<file path="src/rtl/wb_port_arbiter_pkg.sv">
// Shared definitions for the writeback port arbiter: register address width,
// parameter defaults and the grant selector used by the port mux.
package wb_port_arbiter_pkg;

    localparam int REG_ADDR_W       = 5;
    localparam int DEFAULT_XLEN     = 32;
    localparam int DEFAULT_DEPTH    = 2;
    localparam int DEFAULT_MAX_WAIT = 4;

    typedef enum logic [1:0] {
        GRANT_NONE = 2'd0,
        GRANT_PIPE = 2'd1,
        GRANT_FIFO = 2'd2
    } grant_e;

    // A buffered long-latency result is packed as {rd, data}.
    function automatic int entry_width(input int xlen);
        return REG_ADDR_W + xlen;
    endfunction

endpackage

</file>
<file path="src/rtl/wb_fifo.sv">
// Small synchronous FIFO holding long-latency results; the head is visible
// combinationally so it can be popped onto the write port the same cycle.
module wb_fifo
    import wb_port_arbiter_pkg::*;
#(
    parameter int WIDTH = entry_width(DEFAULT_XLEN),
    parameter int DEPTH = DEFAULT_DEPTH
) (
    input  logic                   clk,
    input  logic                   rst,
    input  logic                   push,
    input  logic                   pop,
    input  logic [WIDTH-1:0]       din,
    output logic [WIDTH-1:0]       dout,
    output logic                   full,
    output logic                   empty,
    output logic [$clog2(DEPTH):0] count
);

    localparam int PW = $clog2(DEPTH);

    logic [WIDTH-1:0] r_mem [DEPTH];
    logic [PW-1:0]    r_wr_ptr;
    logic [PW-1:0]    r_rd_ptr;
    logic [PW:0]      r_count;
    logic             w_do_push;
    logic             w_do_pop;

    assign w_do_push = push && !full;
    assign w_do_pop  = pop && !empty;

    genvar gi;
    generate
        for (gi = 0; gi < DEPTH; gi++) begin : g_entry
            always_ff @(posedge clk) begin
                if (w_do_push && (r_wr_ptr == PW'(gi))) begin
                    r_mem[gi] <= din;
                end
            end
        end
    endgenerate

    // Pointers are log2(DEPTH) wide, so increment wraps modulo DEPTH.
    always_ff @(posedge clk) begin
        if (rst) begin
            r_wr_ptr <= '0;
            r_rd_ptr <= '0;
            r_count  <= '0;
        end else begin
            if (w_do_push) begin
                r_wr_ptr <= r_wr_ptr + 1'b1;
            end
            if (w_do_pop) begin
                r_rd_ptr <= r_rd_ptr + 1'b1;
            end
            if (w_do_push && !w_do_pop) begin
                r_count <= r_count + 1'b1;
            end else if (w_do_pop && !w_do_push) begin
                r_count <= r_count - 1'b1;
            end
        end
    end

    assign dout  = r_mem[r_rd_ptr];
    assign full  = (r_count == (PW+1)'(DEPTH));
    assign empty = (r_count == '0);
    assign count = r_count;

endmodule

</file>
<file path="src/rtl/wb_port_arbiter.sv">
// Shares the register-file write port between the in-order writeback and a
// buffered long-latency unit, with a starvation counter forcing FIFO drains.
module wb_port_arbiter
    import wb_port_arbiter_pkg::*;
#(
    parameter int XLEN     = DEFAULT_XLEN,
    parameter int DEPTH    = DEFAULT_DEPTH,
    parameter int MAX_WAIT = DEFAULT_MAX_WAIT
) (
    input  logic                  clk,
    input  logic                  rst,
    input  logic                  p_valid,
    input  logic [REG_ADDR_W-1:0] p_rd,
    input  logic [XLEN-1:0]       p_data,
    output logic                  pipe_stall,
    input  logic                  l_valid,
    output logic                  l_ready,
    input  logic [REG_ADDR_W-1:0] l_rd,
    input  logic [XLEN-1:0]       l_data,
    output logic                  rf_we,
    output logic [REG_ADDR_W-1:0] rf_rd,
    output logic [XLEN-1:0]       rf_wd,
    output logic [DEPTH:0]        pending
);

    localparam int EW = entry_width(XLEN);
    localparam int CW = $clog2(DEPTH) + 1;
    localparam int WW = $clog2(MAX_WAIT + 1);

    logic [WW-1:0]         r_wait_cnt;
    logic [EW-1:0]         w_head;
    logic [REG_ADDR_W-1:0] w_head_rd;
    logic [XLEN-1:0]       w_head_data;
    logic                  w_fifo_full;
    logic                  w_fifo_empty;
    logic [CW-1:0]         w_fifo_count;
    logic                  w_p_needs;
    logic                  w_force;
    logic                  w_push;
    logic                  w_pop;
    grant_e                w_grant;

    assign w_p_needs   = p_valid && (p_rd != '0);
    assign w_force     = (r_wait_cnt >= WW'(MAX_WAIT)) && !w_fifo_empty;
    assign w_head_rd   = w_head[EW-1 -: REG_ADDR_W];
    assign w_head_data = w_head[XLEN-1:0];

    // Acceptance depends only on registered occupancy, so a full FIFO refuses
    // a push even in a cycle where it is also being popped.
    assign l_ready = !rst && !w_fifo_full;
    assign w_push  = l_valid && l_ready && (l_rd != '0);
    assign w_pop   = (w_grant == GRANT_FIFO);

    always_comb begin
        w_grant    = GRANT_NONE;
        pipe_stall = 1'b0;
        if (!rst) begin
            if (w_force) begin
                w_grant    = GRANT_FIFO;
                pipe_stall = w_p_needs;
            end else if (w_p_needs) begin
                w_grant = GRANT_PIPE;
            end else if (!w_fifo_empty) begin
                w_grant = GRANT_FIFO;
            end
        end
    end

    assign rf_we = (w_grant != GRANT_NONE);
    assign rf_rd = (w_grant == GRANT_FIFO) ? w_head_rd   : p_rd;
    assign rf_wd = (w_grant == GRANT_FIFO) ? w_head_data : p_data;

    // Counts consecutive cycles the buffered head lost the port to the pipeline.
    always_ff @(posedge clk) begin
        if (rst) begin
            r_wait_cnt <= '0;
        end else if (w_pop || w_fifo_empty) begin
            r_wait_cnt <= '0;
        end else if (r_wait_cnt < WW'(MAX_WAIT)) begin
            r_wait_cnt <= r_wait_cnt + 1'b1;
        end
    end

    wb_fifo #(
        .WIDTH (EW),
        .DEPTH (DEPTH)
    ) u_fifo (
        .clk   (clk),
        .rst   (rst),
        .push  (w_push),
        .pop   (w_pop),
        .din   ({l_rd, l_data}),
        .dout  (w_head),
        .full  (w_fifo_full),
        .empty (w_fifo_empty),
        .count (w_fifo_count)
    );

    assign pending = (DEPTH+1)'(w_fifo_count);

endmodule

</file>
<file path="config.mk">
export PLATFORM = sky130hd
export DESIGN_NAME = wb_port_arbiter
export DESIGN_NICKNAME = d
export VERILOG_FILES = /design/src/rtl/wb_port_arbiter_pkg.sv /design/src/rtl/wb_fifo.sv /design/src/rtl/wb_port_arbiter.sv
export SDC_FILE = /design/constraint.sdc
export NUM_CORES = 1
export LEC_CHECK = 0
export ABC_AREA = 1
export BUFFER_PORTS_ARGS = -buffer_cell sky130_fd_sc_hd__buf_4
export CELL_PAD_IN_SITES_DETAIL_PLACEMENT = 1
export CELL_PAD_IN_SITES_GLOBAL_PLACEMENT = 2
export CORE_MARGIN = 2
export CORE_UTILIZATION = 35
export DETAILED_ROUTE_END_ITERATION = 8
export HOLD_SLACK_MARGIN = 0.08
export PLACE_DENSITY = 0.84
export SLEW_MARGIN = 10
export SYNTH_ARGS = -nofsm -noshare
export SYNTH_HDL_FRONTEND = slang
export SYNTH_SLANG_ARGS = --single-unit
</file>
<file path="constraint.sdc">
create_clock -name clk -period 8.4 [get_ports clk]
set_input_delay 0.42 -clock clk [delete_from_list [all_inputs] [get_ports clk]]
set_output_delay 0.42 -clock clk [all_outputs]
set_load 0.02 [all_outputs]
</file>
### Word level (Yosys, flattened, before mapping)

Memory sizes are Yosys's and may differ from the RTL's. A register that Yosys moved wholly into a read port is not among the register bits.
Index checks and enable logic that the tools add are counted.

| storage, ports and cells | value |
|---|---|
| bits of input ports | 78 |
| output and inout bits | 43 |
| word-level logic and storage cells | 58 |
| memories kept | 1 |
| bits in writable memories | 74 |
| bits in registers | 7 |

Memory list:

| name | words | width | read ports | clocked after Yosys merged registers in | wr ports | RTL line | source |
|---|---|---|---|---|---|---|---|
| u_fifo.r_mem | 2 | 37 | 1 | 1 | 1 | wb_fifo.sv:22 | `logic [WIDTH-1:0] r_mem [DEPTH];` |

| operators by class | value |
|---|---|
| add/sub/neg operators | 5 |
| reduce and logical (&&, ||, !) cells | 24 |
| bitwise gates (word level) | 1 |
| muxes and demuxes | 19 |
| eq/ne operators | 2 |
| $lt $le $gt $ge | 2 |

Operators with widths:

| kind | number |
|---|---|
| $mux 37 | 1 |
| $reduce_or 37->1 | 1 |
| $mux 32 | 1 |
| $mux 2 | 6 |
| $logic_and 1x1->1 | 11 |
| $mux 1 | 10 |
| $reduce_bool 5->1 | 2 |
| $logic_not 1->1 | 5 |
| $mux 5 | 1 |
| $eq 2x2->1 const B | 2 |
| $reduce_bool 2->1 | 2 |
| $add 3x1->3 const B | 1 |
| $ge 3x3->1 const B | 1 |
| $lt 3x3->1 const B | 1 |
| $add 1x1->1 const B | 2 |
| $add 2x1->2 const B | 1 |
| $logic_not 2->1 | 1 |
| $reduce_or 2->1 | 1 |
| $sub 2x1->2 const B | 1 |
| $logic_or 1x1->1 | 1 |
| $not 1->1 | 1 |

### Logic depth before layout (Yosys ltp)

| depth | value |
|---|---|
| depth in word-level cells | 11 |
| depth in mapped cells | 12 |
| mapped depth without buffers | 10 |

### Cells and area by module

From an unflattened synthesis, not the netlist that was laid out.

| unflattened totals | value |
|---|---|
| cell total of the unflattened synthesis | 307 |
| area, all modules | 3,844.9 um2 |

Modules (own cells, without submodules):

| module | instances | cells an instance | area an instance (um2) | sequential area each (um2) |
|---|---|---|---|---|
| wb_fifo | 1 | 152 | 3,072.9 | 2,322.2 |
| wb_port_arbiter | 1 | 155 | 772.0 | 60.1 |

### Worst setup path after synthesis

Ideal clock, no wire load.

| timing path | value |
|---|---|
| kind | register to register |
| start | reg u_fifo.r_count[0] (netlist: u_fifo.count[0]) |
| end | mem u_fifo.r_mem[0][0] in the netlist's numbering, enable pin |
| buffers on the path | 0 |
| data required time | 7.915 ns |
| arrival time | 3.911 ns |
| library setup time | 0.485 ns |
| path slack | 4.004 ns |
| stages on the path, launching flop included | 5 |
| clock period less this slack | 4.396 ns |
| cells stage by stage | dfxtp_1 > inv_1 > a21oi_1 > nand2_1 > nor3b_1 |

| on the way | value |
|---|---|
| cells in the longest elaborated chain, start to end | 11 |
| elaborated cells on any way between the ends | 15 |
| those cells by class | eq/ne: 1; mux: 6; reduce/logical: 8 |

Ends and longest elaborated chain:

| what | RTL line | source |
|---|---|---|
| start, declared | wb_fifo.sv:25 | `logic [PW:0] r_count;` |
| start signal, assigned | wb_fifo.sv:57 | `r_count <= r_count + 1'b1;` |
| start signal, assigned | wb_fifo.sv:59 | `r_count <= r_count - 1'b1;` |
| $eq 2x2->1 * | wb_fifo.sv:65 | `assign full = (r_count == (PW+1)'(DEPTH));` |
| $logic_not 1->1 * | wb_port_arbiter.sv:50 | `assign l_ready = !rst && !w_fifo_full;` |
| $logic_and 1x1->1 * | wb_port_arbiter.sv:50 |  |
| net l_ready | wb_port_arbiter.sv:17 | `output logic l_ready,` |
| $logic_and 1x1->1 * (2 in series) | wb_port_arbiter.sv:51 | `assign w_push = l_valid && l_ready && (l_rd != '0);` |
| $logic_and 1x1->1 * | wb_fifo.sv:29 | `assign w_do_push = push && !full;` |
| $logic_and 1x1->1 | wb_fifo.sv:36 | `if (w_do_push && (r_wr_ptr == PW'(gi))) begin` |
| $mux 1 | wb_fifo.sv:36 |  |
| $mux 1 (implied by the code) | wb_fifo.sv:37 | `r_mem[gi] <= din;` |
| $reduce_or 37->1 (no source line) | - |  |
| $mux 1 (no source line) | - |  |
| end, declared | wb_fifo.sv:22 |  |

Mark *: on every way through the listed nets, which the timed path passes. The rest lies on a longest branch.

### Worst setup path in the final report

| timing path | value |
|---|---|
| start | reg u_fifo.r_count[1] (netlist: u_fifo.count[1]) |
| end | out rf_wd[2] |

| on the way | value |
|---|---|
| cells in the longest elaborated chain, start to end | 7 |
| elaborated cells on any way between the ends | 9 |
| those cells by class | eq/ne: 1; mux: 5; reduce/logical: 3 |

Ends and longest elaborated chain:

| what | RTL line | source |
|---|---|---|
| $logic_not 2->1 * | wb_fifo.sv:66 | `assign empty = (r_count == '0);` |
| $mux 2 / $logic_not 1->1 (equally long branches) | wb_port_arbiter.sv:63, wb_port_arbiter.sv:44 |  |
| $mux 2 / $logic_and 1x1->1 (equally long branches) | wb_port_arbiter.sv:61, wb_port_arbiter.sv:44 |  |
| $mux 2 * | wb_port_arbiter.sv:58 | `if (w_force) begin` |
| $mux 2 * | wb_port_arbiter.sv:57 | `if (!rst) begin` |
| $eq 2x2->1 * | wb_port_arbiter.sv:71 | `assign rf_wd = (w_grant == GRANT_FIFO) ? w_head_data : p_data;` |
| $mux 32 * | wb_port_arbiter.sv:71 |  |
| end, declared | wb_port_arbiter.sv:22 | `output logic [XLEN-1:0] rf_wd,` |

Every way passes the cells marked *; elsewhere a longest branch is shown, timed or not.

==> results.md <==
- Ys async rst share: 0%
- Core box area: 0.00977 mm^2
- Dominant cell type by area after synthesis: edfxtp_1
- Post-Route Skew: 0.0104 ns
- Startpoint types: flip-flop
- Synth top area share: 63.1%
- Setup bufs post-CTS: 0
- Global route overflow: 0
- Root buf cell: clkbuf_8
- Initial antenna violation count: 0
- Slew HR: 21.1%
- Placed instance count: 500
- Max Fclk: about 350 MHz
- Layout cell share with drive strength beyond 1: a little over two fifths
- #FFs+latches synth: 82
- Number of global-route vias before repair: 2483
- DIE WIDTH: roughly 100 um
- IO Port Bufs: 119
- # IOs: 121
- Initial Util: a little over a third
- Setup violations, final: 0
- Synth top cells by count: edfxtp_1, nand2_1, mux2i_1
- Peak supply drop: ~0.077 mV
- Outcome: complete, no violations
- Clock Sinks: 82
- Lkg Pwr: 1.84 nW
- Clk_lat worst skew: 0.33 ns
- Slew Viols, Final: 0
- Tot GR Track Use: 14.3%
- Main flop type after synthesis: edfxtp_1
- Chip height: 104 um
- Cts hold-fix bufs: 0
- DRT antenna net count: 0
- Area growth syn-to-layout: 33.6%
- Pwr/cell area: about 200 mW/mm^2
- Via density: 4.62
- Final Wtd Congestion: 0.691
- Worst-path maximum fanout: 48
- Final wirelength: between 7 and 8 mm
- Area contributors post-synth: edfxtp_1, mux2i_1, nand2_1
- Longest Clk Path Bufs: 2
- Hold WC Path Type: primary input to flip-flop
- Synthesized area per cell: 13.6 um^2
- Max Cap Viol: 0
- Yosys warns: 0
- Seq/Total Area, Yosys: between 60% and 70%
- CP arrival: 2.42 ns
- Die area: 0.0109 mm^2
- Post-route DRC violation count: 0
- H-tree levels: 3
- Min Tclk post-route: 2.84 ns
- Initial DRC count: 119
- Setup TNS: 0 ns
- Post-synth EDFFs: 74
- Mapped Nets: 340
- Final net count: 459
- Share of the clock period used by the worst path: 33.8%
- Cell with the most instances after synthesis: edfxtp_1
- Row Count: 36
- N_diodes: 0
- CP endpoint kind: primary output
- Post-synthesis cell type count: 25
- HPWL after DPL: between 5 and 6 mm
- Largest net degree at the start of global routing: about 50
- Via count: 2378
- Wirelength per Cell: ~15 um
- FILL cells: 1099
- Worst Tran Pin Value: 1.18 ns
- Global-route wire length before repair: ~12 mm
- CP required: between 7 and 8 ns
- CTS tree: built
- Kind of critical path: flip-flop to primary output
- Post_cts resized: 0
- Hold Vio Cnt, Final: 0
- Fin cells: 515
- Clock slew at reported path FFs: 0.08 ns
- First-pass iteration count of the detailed router: 4
- RSZ-0062 raised after global routing: false
- Minimum hold slack: 0.263 ns
- TritonCTS Buffers: 9
- Post-synthesis instance total: 259
- Synthesized area: 0.00352 mm^2
[cell usage in the layout, fill, tap and decap left out]
| cell | netlist | final |
|---|---|---|
| nor2_2 | 1 | 1 |
| o21ai_2 | 19 | 19 |
| clkbuf_1 | 1 | 1 |
| inv_1 | 9 | 8 |
| inv_2 | 0 | 1 |
| o21ai_1 | 8 | 8 |
| nor2_1 | 12 | 12 |
| nand2_1 | 46 | 46 |
| o21ai_0 | 12 | 12 |
| buf_4 | 2 | 121 |
| nand3_2 | 1 | 1 |
| dfxtp_1 | 8 | 7 |
| bufinv_16 | 0 | 2 |
| clkinvlp_4 | 0 | 2 |
| mux2i_1 | 37 | 37 |
| nand2_2 | 1 | 1 |
| dfxtp_2 | 0 | 1 |
| nand3_1 | 2 | 2 |
| ha_1 | 3 | 3 |
| clkinv_2 | 0 | 1 |
| nor3_1 | 1 | 1 |
| nand4_1 | 2 | 2 |
| a21oi_1 | 7 | 7 |
| conb_1 | 1 | 1 |
| clkbuf_8 | 0 | 9 |
| nor3b_4 | 0 | 1 |
| nor4_1 | 1 | 1 |
| edfxtp_1 | 74 | 74 |
[kinds of logic after synthesis]
logic type / Yosys count / share of synthesized area (%)
mux: 37 / 10.5
flops: 82 / 67.6
other cells: 1 / 0.106
simple gates: 68 / 7.99
buf+inv: 22 / 4.12
fa+ha+maj: 3 / 1.07
compound gates: 46 / 8.56
[final cells by class]
class                   instances  area, um^2  area share [%]
clock buffers                  10         128            2.71
clock inverters                 5        80.1            1.70
inverters                       9        33.8           0.718
multi-input cells             155        1010            21.4
flip-flops and latches         82        2380            50.7
well taps                     133         166            3.54
repair buffers                121         908            19.3
[stage by stage]
step	instance area, um^2	power [mW]	setup WS (ns)	utilization, %
final	4710	0.946	5.56	48.1
after global routing	4710	0.985	5.32	48.1
after CTS	4700	0.955	5.49	48.1
after detailed placement	4490	0.657	5.55	46.0
after global placement	4490	0.651	5.62	46.0
after floorplan	3520	0.580	4.00	-
[power by group]
group          total [mW]  switching [mW]  internal [mW]
combinational       0.167          0.0903         0.0764
sequential          0.478          0.0132          0.465
clock               0.301           0.136          0.165
total               0.946           0.239          0.707
[worst paths after layout]
path	from	endpoint	slack (ns)	cells after the start
setup / recovery	u_fifo.count[1]	rf_wd[2]	5.56	7
hold / removal	l_data[27]	u_fifo.r_mem[1][27]	0.26	1
setup reg to reg	u_fifo.count[0]	u_fifo.r_mem[0][11]	5.97	5
hold reg to reg	r_wait_cnt[0]	r_wait_cnt[0]	0.45	1
[state kept, by name (all words and copies together) (netlist names), named ones only]
name and cells:
u_fifo.r_wr_ptr 1, u_fifo.count 2, u_fifo.r_mem 74, u_fifo.r_rd_ptr 1, r_wait_cnt 3
[critical path: stages, from the launching register on]
cell     delay (ns)
dfxtp_1        0.35
nor2_1         0.22
nor2_2         0.10
nand2_2        0.49
buf_4          0.51
nand2_1        0.11
o21ai_1        0.12
buf_4          0.16
[per-layer routing]
| layer | global-route usage, % | routed length, um |
|---|---|---|
| met2 | 26.8 | 4100 |
| met1 | 16.2 | 3170 |
| met4 | 4.34 | 84 |
| met5 | 0 | 0 |
| met3 | 3.07 | 398 |
(Power assumes the default switching activity.)
